**src/rtl/vga_timing_gen.sv**
```systemverilog
`timescale 1ns/1ps
// vga_timing_gen: pixel-rate divider, horizontal/vertical raster counters and
// registered sync/blank decodes.  All decoded outputs are computed from the
// counters' next-state values so they line up with the counters they describe.
module vga_timing_gen #(
    parameter int DIV      = 4,
    parameter int H_SYNC   = 96,
    parameter int H_BP     = 48,
    parameter int H_ACTIVE = 640,
    parameter int H_TOTAL  = 800,
    parameter int V_SYNC   = 2,
    parameter int V_BP     = 33,
    parameter int V_ACTIVE = 480,
    parameter int V_TOTAL  = 525
) (
    input  logic        clk,
    input  logic        reset_n,
    output logic [9:0]  hCount,
    output logic [9:0]  vCount,
    output logic        bright,
    output logic        hSync,
    output logic        vSync,
    output logic        pix_en,
    output logic        line_start,
    output logic        frame_start,
    output logic [15:0] frame_count
);

    // Divider width; a divide-by-one still gets a one-bit counter.
    localparam int DIV_W = (DIV > 1) ? $clog2(DIV) : 1;

    localparam logic [DIV_W-1:0] DIV_LAST  = DIV_W'(DIV - 1);
    localparam logic [9:0]       H_LAST    = 10'(H_TOTAL - 1);
    localparam logic [9:0]       V_LAST    = 10'(V_TOTAL - 1);
    localparam logic [9:0]       H_SYNC_E  = 10'(H_SYNC);
    localparam logic [9:0]       V_SYNC_E  = 10'(V_SYNC);
    localparam logic [9:0]       H_BRT_LO  = 10'(H_SYNC + H_BP);
    localparam logic [9:0]       H_BRT_HI  = 10'(H_SYNC + H_BP + H_ACTIVE);
    localparam logic [9:0]       V_BRT_LO  = 10'(V_SYNC + V_BP);
    localparam logic [9:0]       V_BRT_HI  = 10'(V_SYNC + V_BP + V_ACTIVE);

    logic [DIV_W-1:0] r_div;
    logic             r_pix_en;
    logic [9:0]       r_hcount;
    logic [9:0]       r_vcount;
    logic             r_bright;
    logic             r_hsync;
    logic             r_vsync;
    logic             r_line_start;
    logic             r_frame_start;
    logic [15:0]      r_frame_count;

    logic [DIV_W-1:0] w_div_nxt;
    logic             w_h_wrap;
    logic             w_v_wrap;
    logic [9:0]       w_hcount_nxt;
    logic [9:0]       w_vcount_nxt;
    logic             w_hsync_nxt;
    logic             w_vsync_nxt;
    logic             w_bright_nxt;

    // Next-state of the divider and the raster counters.
    always_comb begin
        w_div_nxt    = (r_div == DIV_LAST) ? '0 : r_div + 1'b1;
        w_h_wrap     = r_pix_en && (r_hcount == H_LAST);
        w_v_wrap     = w_h_wrap && (r_vcount == V_LAST);
        w_hcount_nxt = r_hcount;
        w_vcount_nxt = r_vcount;
        if (r_pix_en) begin
            w_hcount_nxt = w_h_wrap ? 10'd0 : r_hcount + 10'd1;
        end
        if (w_h_wrap) begin
            w_vcount_nxt = w_v_wrap ? 10'd0 : r_vcount + 10'd1;
        end
    end

    // Sync and visible-area decodes of the next counter values.
    always_comb begin
        w_hsync_nxt  = (w_hcount_nxt >= H_SYNC_E);
        w_vsync_nxt  = (w_vcount_nxt >= V_SYNC_E);
        w_bright_nxt = (w_hcount_nxt >= H_BRT_LO) && (w_hcount_nxt < H_BRT_HI) &&
                       (w_vcount_nxt >= V_BRT_LO) && (w_vcount_nxt < V_BRT_HI);
    end

    // Divider and pixel strobe: pix_en mirrors div == DIV-1 one-for-one.
    always_ff @(posedge clk or negedge reset_n) begin
        if (!reset_n) begin
            r_div    <= '0;
            r_pix_en <= 1'b0;
        end else begin
            r_div    <= w_div_nxt;
            r_pix_en <= (w_div_nxt == DIV_LAST);
        end
    end

    // Raster counters plus their zero-skew registered decodes.
    always_ff @(posedge clk or negedge reset_n) begin
        if (!reset_n) begin
            r_hcount <= '0;
            r_vcount <= '0;
            r_hsync  <= 1'b0;
            r_vsync  <= 1'b0;
            r_bright <= 1'b0;
        end else begin
            r_hcount <= w_hcount_nxt;
            r_vcount <= w_vcount_nxt;
            r_hsync  <= w_hsync_nxt;
            r_vsync  <= w_vsync_nxt;
            r_bright <= w_bright_nxt;
        end
    end

    // Line/frame pulses and frame counter; only counter wraps raise them, so
    // leaving reset never produces a pulse.
    always_ff @(posedge clk or negedge reset_n) begin
        if (!reset_n) begin
            r_line_start  <= 1'b0;
            r_frame_start <= 1'b0;
            r_frame_count <= '0;
        end else begin
            r_line_start  <= w_h_wrap;
            r_frame_start <= w_v_wrap;
            if (w_v_wrap) begin
                r_frame_count <= r_frame_count + 16'd1;
            end
        end
    end

    assign hCount      = r_hcount;
    assign vCount      = r_vcount;
    assign bright      = r_bright;
    assign hSync       = r_hsync;
    assign vSync       = r_vsync;
    assign pix_en      = r_pix_en;
    assign line_start  = r_line_start;
    assign frame_start = r_frame_start;
    assign frame_count = r_frame_count;

endmodule

```
**config.mk**
```make
export PLATFORM = sky130hd
export DESIGN_NAME = vga_timing_gen
export DESIGN_NICKNAME = d
export VERILOG_FILES = /design/src/rtl/vga_timing_gen.sv
export SDC_FILE = /design/constraint.sdc
export NUM_CORES = 1
export LEC_CHECK = 0
export BUFFER_PORTS_ARGS = -buffer_cell sky130_fd_sc_hd__buf_4
export CORE_UTILIZATION = 25
export CTS_CLUSTER_SIZE = 40
export DETAILED_ROUTE_END_ITERATION = 8
export GPL_TIMING_DRIVEN = 0
export PLACE_DENSITY_LB_ADDON = 0.3
export SETUP_SLACK_MARGIN = 0.5
export SYNTH_ARGS = -nofsm -noshare
export SYNTH_HDL_FRONTEND = slang
export SYNTH_SLANG_ARGS = --single-unit
```
**constraint.sdc**
```tcl
create_clock -name clk -period 2.35 [get_ports clk]
set_clock_uncertainty 0.2 [all_clocks]
set_input_delay 0.235 -clock clk [delete_from_list [all_inputs] [get_ports clk]]
set_output_delay 0.235 -clock clk [all_outputs]
set_load 0.01 [all_outputs]
```
==> flow_summary.toml <==
[status]
status = "complete, but fails checks"
violations = "DRC, setup timing"

[die]
core_um2 = 8850
die_w_um = 98.2
die_y_um = 98.2
rows = 34
die_area_um2 = 9640
ios = 44
start_util = 0.261

[clocking]
cts_sinks = 44
ctsRootBufferMaster = "clkbuf_8"
clock_latency_ns = 0.29
cts_buffers = 5
cts-htree-levels = 2
path_clk_slew_ns = 0.08
cts_tree = "built"
max-clock-path-buffers = 2

[critical_path]
worst_setup_path_end_kind = "register"
crit_chain = "ha_4 -> buf_8 -> inv_6 -> or4_4 -> buf_12 -> nor2_4 -> a31oi_4 -> a21boi_1 -> o21bai_1 -> a211oi_2"
cp-start-kind = "register"
path_buf_inv = 3
arrival_ns = 2.41
slowest_delay_ns = 0.52
cp.required_ns = 2.36
crit_path_top_delay_cell = "or4_4"
path_class = "register to register"
path_max_fanout = 8
critPathTopFamily = "simple AND/OR/NAND/NOR gates"

[placement]
io_buffer_count = 43
gp_congestion = 0.809
post-dp-hpwl_mm = 3.72
place_inst = 365

[detailed_routing]
drt_first_pass_iters = 8
drcViolationCount = 2
num_vias = 1855
wl_mm = 5.54
wire_per_inst_um = 13.6
viasPerCell = 4.57
drtIter0Drc = 36
drtAntennaViolNets = 0

[grt]
track_usage = 0.122
antenna_found_initial = 0
overflow = 0
grt_busiest_layer = "met2"
grt_pass1_wl_mm = 9.30
use_met1 = 0.158
grt_max_degree = 45
grt_pass1_vias = 1882
grt_use_met2 = 0.195
met3_usage = 0.0336

[yosys]
synth-edff-count = 0
synth_top_family_by_area = "simple AND/OR/NAND/NOR gates"
synthXorXnorAreaFrac = 0.102
synthSimpleGateAreaFrac = 0.259
synthesis.nets = 222
postSynthCellCount = 214
synth_seq_cells = 44
synth_compound_area_frac = 0.0649
syn_avg_cell_area_um2 = 10.8
yosys-mux-area-fraction = 0.0287
ys_seq_area_frac = 0.476
synthFlopType = "dfrtp_1"
yosys_warnings = 0
synth_area_um2 = 2310
synthAdderAreaFrac = 0.0325
synthArstFlopShare = 1.00
ys_types = 51

[power]
leakagePower_nw = 1.63
power_mw = 1.27
p_per_area_nw_per_um2 = 372
vdd_drop_max_mv = 0.217

[sta]
report.final.hold_viol_count = 0
tns_ns = -0.0502
max_slew.worst_pin.slew_ns = 0.564
setup_viol = 1
final.min_clock_period_ns = 2.40
fmax_mhz = 417
report.final.slew_viol_count = 0
rsz0062_at_grt = "yes"
layout_setup_ws_ns = -0.0502
slew_headroom = 0.624
period_share = 1.02

[finish]
layout-drive-gt1-share = 0.517
nNetsFinal = 305
layout.cells.non_filler = 406
utilization = 0.387
diodes = 0
synthToLayoutAreaGrowth_pct = 48.1

[job]
cap_viol_max_count = 0

[hold_path]
hold_class = "register to register"
-- power by group --
part	internal [mW]	switching, mW	total (mW)	leakage, nW
clock network	0.235	0.264	0.499	0.0510
registers	0.756	0	0.756	0.587
logic	0.00219	0.0146	0.0167	0.988
total	0.993	0.279	1.27	1.63
-- routing by layer --
| layer | vias to the layer above | wire (um) |
|---|---|---|
| li1 | 923 | - |
| met4 | 0 | 76 |
| met3 | 6 | 209 |
| met1 | 903 | 2590 |
| met2 | 23 | 2660 |
| met5 | - | 0 |
-- kinds of logic (layout without fill, tap and decap cells) --
kind of cell | Yosys count | in the layout
AO/OA/AOI/OAI | 22 | 22
XOR/XNOR | 27 | 27
adder cells (fa/ha/maj) | 6 | 6
buffers and inverters | 18 | 102
flip-flops | 44 | 44
multiplexers | 6 | 6
AND/OR/NAND/NOR | 91 | 91
-- worst register-to-register path, delay by kind of cell, from the launching register on --
kind,cells,cell delay [ns]
and+or+nand+nor,2,0.66
AOI/OAI and AO/OA,4,0.59
buffers and inverters,3,0.33
DFF,1,0.39
adders and majority gates,1,0.14
-- cells in the final DEF (no fill, tap or decap), types with 6 or more instances in the layout --
cell type,n
buf_4,68
buf_6,10
clkbuf_8,6
dfrtp_1,34
dfrtp_2,10
inv_1,7
nand2_1,10
nand3_1,7
nand4_1,12
nor2_1,11
xnor2_1,15
xor2_1,10
-- per-stage QoR --
stage	worst slack [ns]	area, um2	hold WS [ns]
2_1_floorplan	-0.0228	2420	-0.261
3_3_place_gp	-0.314	2880	0.0823
3_5_place_dp	-0.407	2880	0.0785
4_1_cts	-0.0962	3280	0.264
5_1_grt	-0.146	3420	0.290
6_report	-0.0502	3420	0.262
-- cell type report --
type                    count  area, um2
clock inverters             2       10.0
plain buffers               8       82.6
well taps                 108        135
clock buffers               6       82.6
fillers                   912       5430
flip-flops and latches     44       1110
inverters                  10       47.5
repair buffers             76        599
multi-input cells         152       1350
-- worst paths after layout --
check | startpoint | end | slack (ns) | cells past startpoint
worst max-delay path | hCount[1] | bright | -0.05 | 10
worst min-delay path | r_div[0] | r_div[0] | 0.26 | 1
worst max register to register | hCount[1] | bright | -0.05 | 10
worst min register to register | r_div[0] | r_div[0] | 0.26 | 1
max in group asynchronous | reset_n | vCount[0] | 1.25 | 2
min in group asynchronous | reset_n | r_div[1] | 0.28 | 2
-- cell usage after synthesis, drive strengths merged, types with 2 or more instances --
master | instances | area share
xor2 | 10 | 0.038
inv | 10 | 0.016
ha | 6 | 0.032
nand4 | 13 | 0.042
nand2 | 16 | 0.027
dfrtp | 44 | 0.48
and4 | 4 | 0.015
o21ai | 6 | 0.013
and3 | 5 | 0.014
or4 | 2 | 0.0081
and2 | 3 | 0.0081
xnor2 | 17 | 0.064
a21oi | 3 | 0.0065
nor4 | 4 | 0.033
nor2 | 18 | 0.031
buf | 5 | 0.015
clkbuf | 3 | 0.0054
o31ai | 2 | 0.0087
nand3 | 12 | 0.028
nor3 | 4 | 0.011
mux2 | 5 | 0.024
a31oi | 3 | 0.0081
nand2b | 2 | 0.0054
-- sequential cells by signal, summed over array words and instances (netlist names) --
| name | count |
|---|---|
| frame_count | 16 |
| hCount | 10 |
| vCount | 10 |
| r_div | 2 |
| bright | 1 |
| frame_start | 1 |
| hSync | 1 |
| line_start | 1 |
| pix_en | 1 |
| vSync | 1 |
-- timing repair --
action / in CTS / in global routing
gates resized for setup: 32 / 22
pin swaps: 27 / 19
hold buffers: 1 / 0
endpoints found under the setup margin: 31 / 30
hold endpoints to repair: 44 / 0
buffers inserted: 23 / 9
Note: power is estimated with default switching activity, not from simulation.
